===== config.mk =====
export PLATFORM = sky130hd
export DESIGN_NAME = control_seq
export DESIGN_NICKNAME = d
export VERILOG_FILES = /design/src/rtl/control_seq_pkg.sv /design/src/rtl/control_seq_wait_timer.sv /design/src/rtl/control_seq.sv
export SDC_FILE = /design/constraint.sdc
export NUM_CORES = 1
export LEC_CHECK = 0
export BUFFER_PORTS_ARGS = -buffer_cell sky130_fd_sc_hd__buf_2
export CAP_MARGIN = 0
export CELL_PAD_IN_SITES_DETAIL_PLACEMENT = 2
export CELL_PAD_IN_SITES_GLOBAL_PLACEMENT = 2
export CORE_MARGIN = 3
export CORE_UTILIZATION = 32
export CTS_CLUSTER_DIAMETER = 40
export CTS_CLUSTER_SIZE = 24
export DETAILED_ROUTE_END_ITERATION = 10
export PLACE_DENSITY = 0.86
export RECOVER_POWER = 100
export SYNTH_ARGS = -nofsm -noshare
export SYNTH_HDL_FRONTEND = slang
export SYNTH_SLANG_ARGS = --single-unit

===== constraint.sdc =====
create_clock -name clk -period 2.65 [get_ports clk]
set_input_delay 0.1325 -clock clk [delete_from_list [all_inputs] [get_ports clk]]
set_output_delay 0.1325 -clock clk [all_outputs]
set_load 0.01 [all_outputs]

===== src/rtl/control_seq_pkg.sv =====
// Shared definitions for the kanade32 multicycle sequencer: state encodings,
// default debug-state width and the wait-counter sizing helper.
package control_seq_pkg;

  localparam int STATE_W = 4;

  typedef enum logic [STATE_W-1:0] {
    ST_INIT       = 4'd0,
    ST_FETCH      = 4'd1,
    ST_FETCH_WAIT = 4'd2,
    ST_DECODE     = 4'd3,
    ST_EXECUTE    = 4'd4,
    ST_MEM        = 4'd5,
    ST_MEM_WAIT   = 4'd6,
    ST_WB         = 4'd7,
    ST_HALT       = 4'd8,
    ST_FAULT      = 4'd9
  } state_t;

  // Largest of three latency/limit parameters; sizes the shared wait counter.
  function automatic int max3(input int a, input int b, input int c);
    int m;
    m = (a > b) ? a : b;
    return (m > c) ? m : c;
  endfunction

  // FETCH_WAIT and MEM_WAIT are the only states that stall on the RAM.
  function automatic logic is_wait_state(input state_t s);
    return (s == ST_FETCH_WAIT) || (s == ST_MEM_WAIT);
  endfunction

endpackage


===== src/rtl/control_seq_wait_timer.sv =====
// Loadable down-counter shared by the fetch and memory wait states.
// Decrements saturate at zero; zero flags that the minimum latency has elapsed.
module control_seq_wait_timer #(
  parameter int CNT_W = 4
) (
  input  logic             clk,
  input  logic             reset_n,
  input  logic             load,
  input  logic [CNT_W-1:0] load_val,
  input  logic             dec,
  output logic             zero
);

  logic [CNT_W-1:0] count_reg;

  always_ff @(posedge clk) begin
    if (!reset_n) begin
      count_reg <= '0;
    end else if (load) begin
      count_reg <= load_val;
    end else if (dec && (count_reg != '0)) begin
      count_reg <= count_reg - 1'b1;
    end
  end

  assign zero = (count_reg == '0);

endmodule


===== src/rtl/control_seq.sv =====
// Multicycle FETCH/DECODE/EXECUTE/MEM/WB sequencer for the kanade32 core.
// Optional wait-state timeout with sticky FAULT: define CTRL_MEM_TIMEOUT_EN.
module control_seq #(
  parameter int FETCH_LAT      = 1,
  parameter int MEM_LAT        = 1,
  parameter int TIMEOUT_CYCLES = 64,
  parameter int STATE_W        = control_seq_pkg::STATE_W
) (
  input  logic               clk,
  input  logic               reset_n,
  input  logic               mem_ready,
  input  logic               ins_mem_access,
  input  logic               ins_reg_write,
  input  logic               halt_req,
  output logic               pc_wren,
  output logic               ram_addr_src,
  output logic               fd_wren,
  output logic               de_wren,
  output logic               em_wren,
  output logic               mw_wren,
  output logic               mw_mem_wren,
  output logic               reg_wren,
  output logic               halted,
  output logic               fault,
  output logic [STATE_W-1:0] state_o
);

  import control_seq_pkg::*;

  localparam int CNT_W = $clog2(max3(FETCH_LAT, MEM_LAT, TIMEOUT_CYCLES) + 1);
  localparam logic [CNT_W-1:0] FETCH_LOAD = CNT_W'(FETCH_LAT - 1);
  localparam logic [CNT_W-1:0] MEM_LOAD   = CNT_W'(MEM_LAT - 1);

  state_t state_reg, state_next;
  logic   is_mem_reg, is_wr_reg;

  logic             tmr_load;
  logic [CNT_W-1:0] tmr_load_val;
  logic             tmr_dec;
  logic             tmr_zero;
  logic             wait_timeout;

  always_ff @(posedge clk) begin
    if (!reset_n) begin
      state_reg <= ST_INIT;
    end else begin
      state_reg <= state_next;
    end
  end

  // Instruction class is captured once in EXECUTE and held through WB.
  always_ff @(posedge clk) begin
    if (!reset_n) begin
      is_mem_reg <= 1'b0;
      is_wr_reg  <= 1'b0;
    end else if (state_reg == ST_EXECUTE) begin
      is_mem_reg <= ins_mem_access;
      is_wr_reg  <= ins_reg_write;
    end
  end

  control_seq_wait_timer #(
    .CNT_W (CNT_W)
  ) u_wait_timer (
    .clk      (clk),
    .reset_n  (reset_n),
    .load     (tmr_load),
    .load_val (tmr_load_val),
    .dec      (tmr_dec),
    .zero     (tmr_zero)
  );

`ifdef CTRL_MEM_TIMEOUT_EN
  localparam logic [CNT_W-1:0] TO_LAST = CNT_W'(TIMEOUT_CYCLES - 1);
  localparam logic [CNT_W-1:0] TO_MAX  = CNT_W'(TIMEOUT_CYCLES);

  logic [CNT_W-1:0] to_cnt_reg;

  // Wait states never follow one another, so clearing outside them is the
  // same as clearing on entry.
  always_ff @(posedge clk) begin
    if (!reset_n) begin
      to_cnt_reg <= '0;
    end else if (!is_wait_state(state_reg)) begin
      to_cnt_reg <= '0;
    end else if (to_cnt_reg != TO_MAX) begin
      to_cnt_reg <= to_cnt_reg + 1'b1;
    end
  end

  // The count reaches TIMEOUT_CYCLES on the clock that ends this cycle.
  assign wait_timeout = (to_cnt_reg == TO_LAST);
`else
  assign wait_timeout = 1'b0;
`endif

  always_comb begin
    state_next   = state_reg;
    pc_wren      = 1'b0;
    ram_addr_src = 1'b0;
    fd_wren      = 1'b0;
    de_wren      = 1'b0;
    em_wren      = 1'b0;
    mw_wren      = 1'b0;
    mw_mem_wren  = 1'b0;
    reg_wren     = 1'b0;
    halted       = 1'b0;
    fault        = 1'b0;
    tmr_load     = 1'b0;
    tmr_load_val = '0;
    tmr_dec      = 1'b0;

    case (state_reg)
      ST_INIT: begin
        state_next = ST_FETCH;
      end

      ST_FETCH: begin
        tmr_load     = 1'b1;
        tmr_load_val = FETCH_LOAD;
        state_next   = ST_FETCH_WAIT;
      end

      ST_FETCH_WAIT: begin
        tmr_dec = 1'b1;
        if (tmr_zero && mem_ready) begin
          fd_wren    = 1'b1;
          state_next = ST_DECODE;
        end else if (wait_timeout) begin
          state_next = ST_FAULT;
        end
      end

      ST_DECODE: begin
        de_wren    = 1'b1;
        state_next = ST_EXECUTE;
      end

      // Non-memory instructions skip MEM and pass straight through MEM_WAIT.
      ST_EXECUTE: begin
        em_wren = 1'b1;
        if (ins_mem_access) begin
          state_next = ST_MEM;
        end else begin
          tmr_load     = 1'b1;
          tmr_load_val = '0;
          state_next   = ST_MEM_WAIT;
        end
      end

      ST_MEM: begin
        ram_addr_src = 1'b1;
        tmr_load     = 1'b1;
        tmr_load_val = MEM_LOAD;
        state_next   = ST_MEM_WAIT;
      end

      ST_MEM_WAIT: begin
        ram_addr_src = is_mem_reg;
        tmr_dec      = 1'b1;
        if (tmr_zero && (mem_ready || !is_mem_reg)) begin
          mw_wren     = 1'b1;
          pc_wren     = 1'b1;
          mw_mem_wren = is_mem_reg;
          state_next  = ST_WB;
        end else if (wait_timeout) begin
          state_next = ST_FAULT;
        end
      end

      ST_WB: begin
        reg_wren   = is_wr_reg;
        state_next = halt_req ? ST_HALT : ST_FETCH;
      end

      ST_HALT: begin
        halted = 1'b1;
        if (!halt_req) begin
          state_next = ST_FETCH;
        end
      end

`ifdef CTRL_MEM_TIMEOUT_EN
      ST_FAULT: begin
        fault = 1'b1;
      end
`endif

      default: begin
        state_next = ST_INIT;
      end
    endcase
  end

  assign state_o = STATE_W'(state_reg);

endmodule


Word-level counts from Yosys, hierarchy flattened
Index checks and enable logic that the tools add are counted.
- add/sub/neg operators: 1
- multiply operators: 0
- divide/modulo/power cells: 0
- order comparisons: 0
- equal/unequal tests: 11
- shift-type cells: 0
- muxes and demuxes: 20
- bitwise logic cells: 1
- reduce and logical (&&, ||, !) cells: 12
- operators by type and width (cell ; number):
    4-bit case mux with 9 select lines ; 1
    4-bit by 3-bit == test with 1-bit output (second input constant) ; 4
    4-bit two-way mux ; 4
    1-bit two-way mux ; 12
    4-bit by 2-bit == test with 1-bit output (second input constant) ; 2
    7-bit zero test ; 1
    7-bit nonzero test ; 1
    7-bit by 1-bit subtractor with 7-bit output (second input constant) ; 1
    2-bit inequality test (second input constant) ; 3
    2-bit OR reduction ; 3
    4-bit by 1-bit == test with 1-bit output (second input constant) ; 1
    4-bit == test (second input constant) ; 1
    4-bit zero test ; 1
    1-bit case mux with 2 select lines ; 2
    1-bit logical AND ; 3
    3-bit AND reduction ; 1
    2-bit two-way mux ; 1
    1-bit zero test ; 1
    1-bit logical OR ; 1
    1-bit inverter ; 1
- flip-flop bits (word level): 13
- latch bits: 0
- memory bits (writable): 0
- ROM bits: 0
- input bits: 6
- output and inout port bits: 14
- word-level logic and storage cells: 49
- memories: 0

Depth between registers and ports, before layout
- depth after elaboration: 5
- mapped depth: 7
- mapped depth without buffers: 6

By module
From an unflattened synthesis, not the netlist that was laid out.
- cells, all modules: 98
- area total of the unflattened synthesis: 858.3 sq um
- modules (own cells, without submodules) (module ; instances ; cells an instance ; area each (sq um) ; seq. area each (sq um)):
    control_seq ; 1 ; 51 ; 439.2 ; 120.1
    control_seq_wait_timer ; 1 ; 47 ; 419.2 ; 140.1

Worst setup path before layout
No wires, ideal clock.
- path type: register to output
- from: register u_wait_timer.count_reg[0]
- to: output pc_wren
- data arrival time: 1.626 ns
- data required time: 2.518 ns
- setup slack: 0.892 ns
- stages on the path, launching flop included: 8
- path buffers: 2
- cell sequence: dfxtp_1 -> inv_1 -> ha_1 -> or4b_4 -> buf_6 -> nor3_4 -> o2111a_1 -> buf_4
- cells in the longest elaborated chain, start to end: 4
- ends and longest elaborated chain (item ; line ; RTL):
    start: declaration ; control_seq_wait_timer.sv:14 ; logic [CNT_W-1:0] count_reg;
    start signal: assignment ; control_seq_wait_timer.sv:20 ; count_reg <= load_val;
    start signal: assignment ; control_seq_wait_timer.sv:22 ; count_reg <= count_reg - 1'b1;
    7-bit zero test ; control_seq_wait_timer.sv:26 ; assign zero = (count_reg == '0);
    1-bit logical AND ; control_seq.sv:161 ; if (tmr_zero && (mem_ready || !is_mem_reg)) begin
    1-bit two-way mux (2 in series) ; -- ;
    end: declaration ; control_seq.sv:15 ; output logic pc_wren,
Every way passes these cells.

Worst setup path after layout
- from: register u_wait_timer.count_reg[0]
- to: output fd_wren
- cells in the longest elaborated chain, start to end: 4
- ends and longest elaborated chain (item ; line ; RTL):
    7-bit zero test ; control_seq_wait_timer.sv:26 ;
    1-bit logical AND ; control_seq.sv:126 ; if (tmr_zero && mem_ready) begin
    1-bit two-way mux ; control_seq.sv:126 ;
    1-bit two-way mux ; control_seq.sv:113 ; case (state_reg)
    end: declaration ; control_seq.sv:17 ; output logic fd_wren,
Every way passes these cells.

==> results.json <==
{
  "grt_max_degree": 15,
  "clock_latency_ns": 0.29,
  "max_cap_viol_count": 0,
  "min_path_type": "primary input to register",
  "yosysUniqueCellTypes": 42,
  "port_buffers": 18,
  "finish.net_count": 126,
  "post_cts_resized": 0,
  "syn2layout_area_growth_pct": 9.488,
  "cts_buffers": 3,
  "globalplace.congestion": 0.7238,
  "antenna_left": 0,
  "critPathMaxFanout": 6,
  "finalMaxSlewViolations": 0,
  "synth_flop_cell": "dfxtp_1",
  "power.density_mw_per_mm2": 563.6,
  "diodes": 0,
  "placed_area_um2": 918.4,
  "period_share_pct": 84.62,
  "synthesis.nets": 109,
  "syn_inst": 101,
  "vias_per_cell": 5.338,
  "final_area_um2": 909.6,
  "crit_arrival_ns": 2.11,
  "start_util_pct": 35.51,
  "hold_viol": 0,
  "crit_slowest_cell": "or4b_1",
  "slowest_delay_ns": 0.59,
  "grt_overflow": 0,
  "cts_hold_buf": 0,
  "path_clk_slew_ns": 0.09,
  "largest_register_ffs": 7,
  "crit_chain": "inv_1, ha_1, or4b_1, nor3_4, nand2_1, nor3_1, clkbuf_1",
  "detail_route.wirelength_um": 2240,
  "period_needed_ns": 2.242,
  "drtPass1Iterations": 4,
  "synth_area_per_cell_um2": 8.226,
  "core_area_mm2": 0.002340,
  "synth_seq_area_share_pct": 31.33,
  "path_buf_inv": 2,
  "syn-cell-area_um2": 830.8,
  "postCtsSetupRepairBufs": 0,
  "critPathLaunchType": "register",
  "grt_usage_pct": 15.39,
  "num_rows": 17,
  "path_delay_family": "simple AND/OR/NAND/NOR gates",
  "fillers": 290,
  "cts_tree": "yes",
  "cts-htree-levels": 1,
  "finalSetupViolCount": 0,
  "relSlewSlack_pct": 54.99,
  "routedWlPerCell_um": 15.45,
  "die_h_um": 56.96,
  "grt_pass1_wl_um": 3898,
  "fin_tns_setup_ns": 0,
  "antenna_found_initial": 0,
  "fin_skew_ns": 0.005801,
  "yosysWarnings": 0,
  "cts_max_path_buffers": 2,
  "die_width_um": 56.96,
  "p_leak_nw": 0.3215,
  "routed-via-count": 774,
  "max_freq_mhz": 446.0,
  "drcViolationCount": 0,
  "die_area_mm2": 0.003244,
  "rsz0062_at_grt": "no",
  "cp.required_ns": 2.52,
  "dp_hpwl_um": 1766,
  "critPathCaptureType": "output port",
  "first_global_vias": 841,
  "drive_gt1_share_pct": 11.97,
  "root_buffer": "clkbuf_4",
  "io_pins": 20,
  "ir_drop_mv": 0.2274,
  "drt_iter0_drc": 17,
  "status": "complete, no violations",
  "critPathKind": "register to output port",
  "ys_seq_elements": 13,
  "ys_async_sr_fraction_pct": 0,
  "tightest_slew_ns": 0.6737,
  "clock_sinks": 13,
  "synth-edff-count": 0
}
cell usage after synthesis (2+ instances only):
cell type | count | area, um2
ha_1 | 2 | 25.02
a21oi_1 | 6 | 30.03
nand2_1 | 5 | 18.77
nor3_1 | 3 | 15.01
dfxtp_1 | 13 | 260.3
buf_2 | 3 | 15.01
inv_1 | 8 | 30.03
nor2_1 | 14 | 52.55
nor4b_1 | 2 | 17.52
nand4_1 | 3 | 18.77
buf_4 | 2 | 15.01
nand3_1 | 2 | 10.01
nor2b_1 | 5 | 31.28
xor2_1 | 3 | 26.28
nand2b_1 | 2 | 12.51
mux2i_1 | 2 | 20.02
worst reg2reg max path, delay by kind of cell, from the launching register on:
family,cells,cell delay [ns]
and+or+nand+nor,3,1.19
DFF,1,0.60
AOI/OAI and AO/OA,1,0.13
where the power goes:
part | internal [W] | switching [W]
clock network | 0.0000561 | 0.0000709
logic | 0.0000601 | 0.0000787
registers | 0.000208 | 0.0000388
path summary, 6_finish.rpt:
check	startpoint	endpoint	slack, ns	cells after the start
worst min register to register	u_wait_timer.count_reg[6]	u_wait_timer.count_reg[6]	0.48	2
worst max register to register	state_o[1]	u_wait_timer.count_reg[6]	0.66	4
worst max-delay path	u_wait_timer.count_reg[0]	fd_wren	0.41	7
worst min-delay path	halt_req	state_o[3]	0.09	3
metal layers:
layer / global-route usage, % / routed length [um] / vias up
li1: - / - / 379
met1: 16.71 / 894 / 364
met2: 28.06 / 1184 / 24
met3: 4.299 / 113 / 7
met4: 5.960 / 47 / 0
met5: 0 / 0 / -
through the flow:
step | setup slack, ns | total power (W) | utilization, % | hold WS [ns] | std cells
3_3_place_gp | 0.9145 | 0.0003928 | 39.25 | 0.3891 | 141
6_report | 0.4076 | 0.0005127 | 38.88 | 0.08622 | 145
2_1_floorplan | 0.8919 | 0.0003489 | - | 0.2517 | 101
3_5_place_dp | 0.8578 | 0.0004007 | 39.25 | 0.3938 | 141
5_1_grt | 0.2217 | 0.0005549 | 38.88 | 0.09797 | 145
4_1_cts | 0.5227 | 0.0005323 | 40.43 | 0.07367 | 145
logic make-up (layout without fill, tap and decap cells):
logic type	count (synthesis)	after routing	synth area share, %
AO/OA/AOI/OAI	21	21	19.73
XOR/XNOR	4	4	4.218
adder cells (fa/ha/maj)	2	2	3.012
buffers and inverters	15	31	9.035
flip-flops	13	13	31.33
multiplexers	2	2	2.410
other	1	1	0.4514
AND/OR/NAND/NOR	43	43	29.82
layout by cell type, fill, tap and decap left out, types with 3 or more instances in the layout:
cell and n:
xor2_1 3, clkbuf_4 3, buf_2 6, clkbuf_1 12
nand2_1 6, a21oi_1 6, nor2b_1 5, dfxtp_1 13
inv_1 8, nor3_1 4, nand4_1 3, nor2_1 14
layout make-up:
class	instances	area (um2)	area share (%)
Clock buffer	3	22.52	2.476
Clock inverter	1	5.005	0.5502
Multi-Input combinational cell	73	474.2	52.13
Sequential cell	13	260.3	28.61
Inverter	8	30.03	3.301
Tap cell	28	35.03	3.851
Timing Repair Buffer	19	82.58	9.078
(Power assumes the default switching activity.)
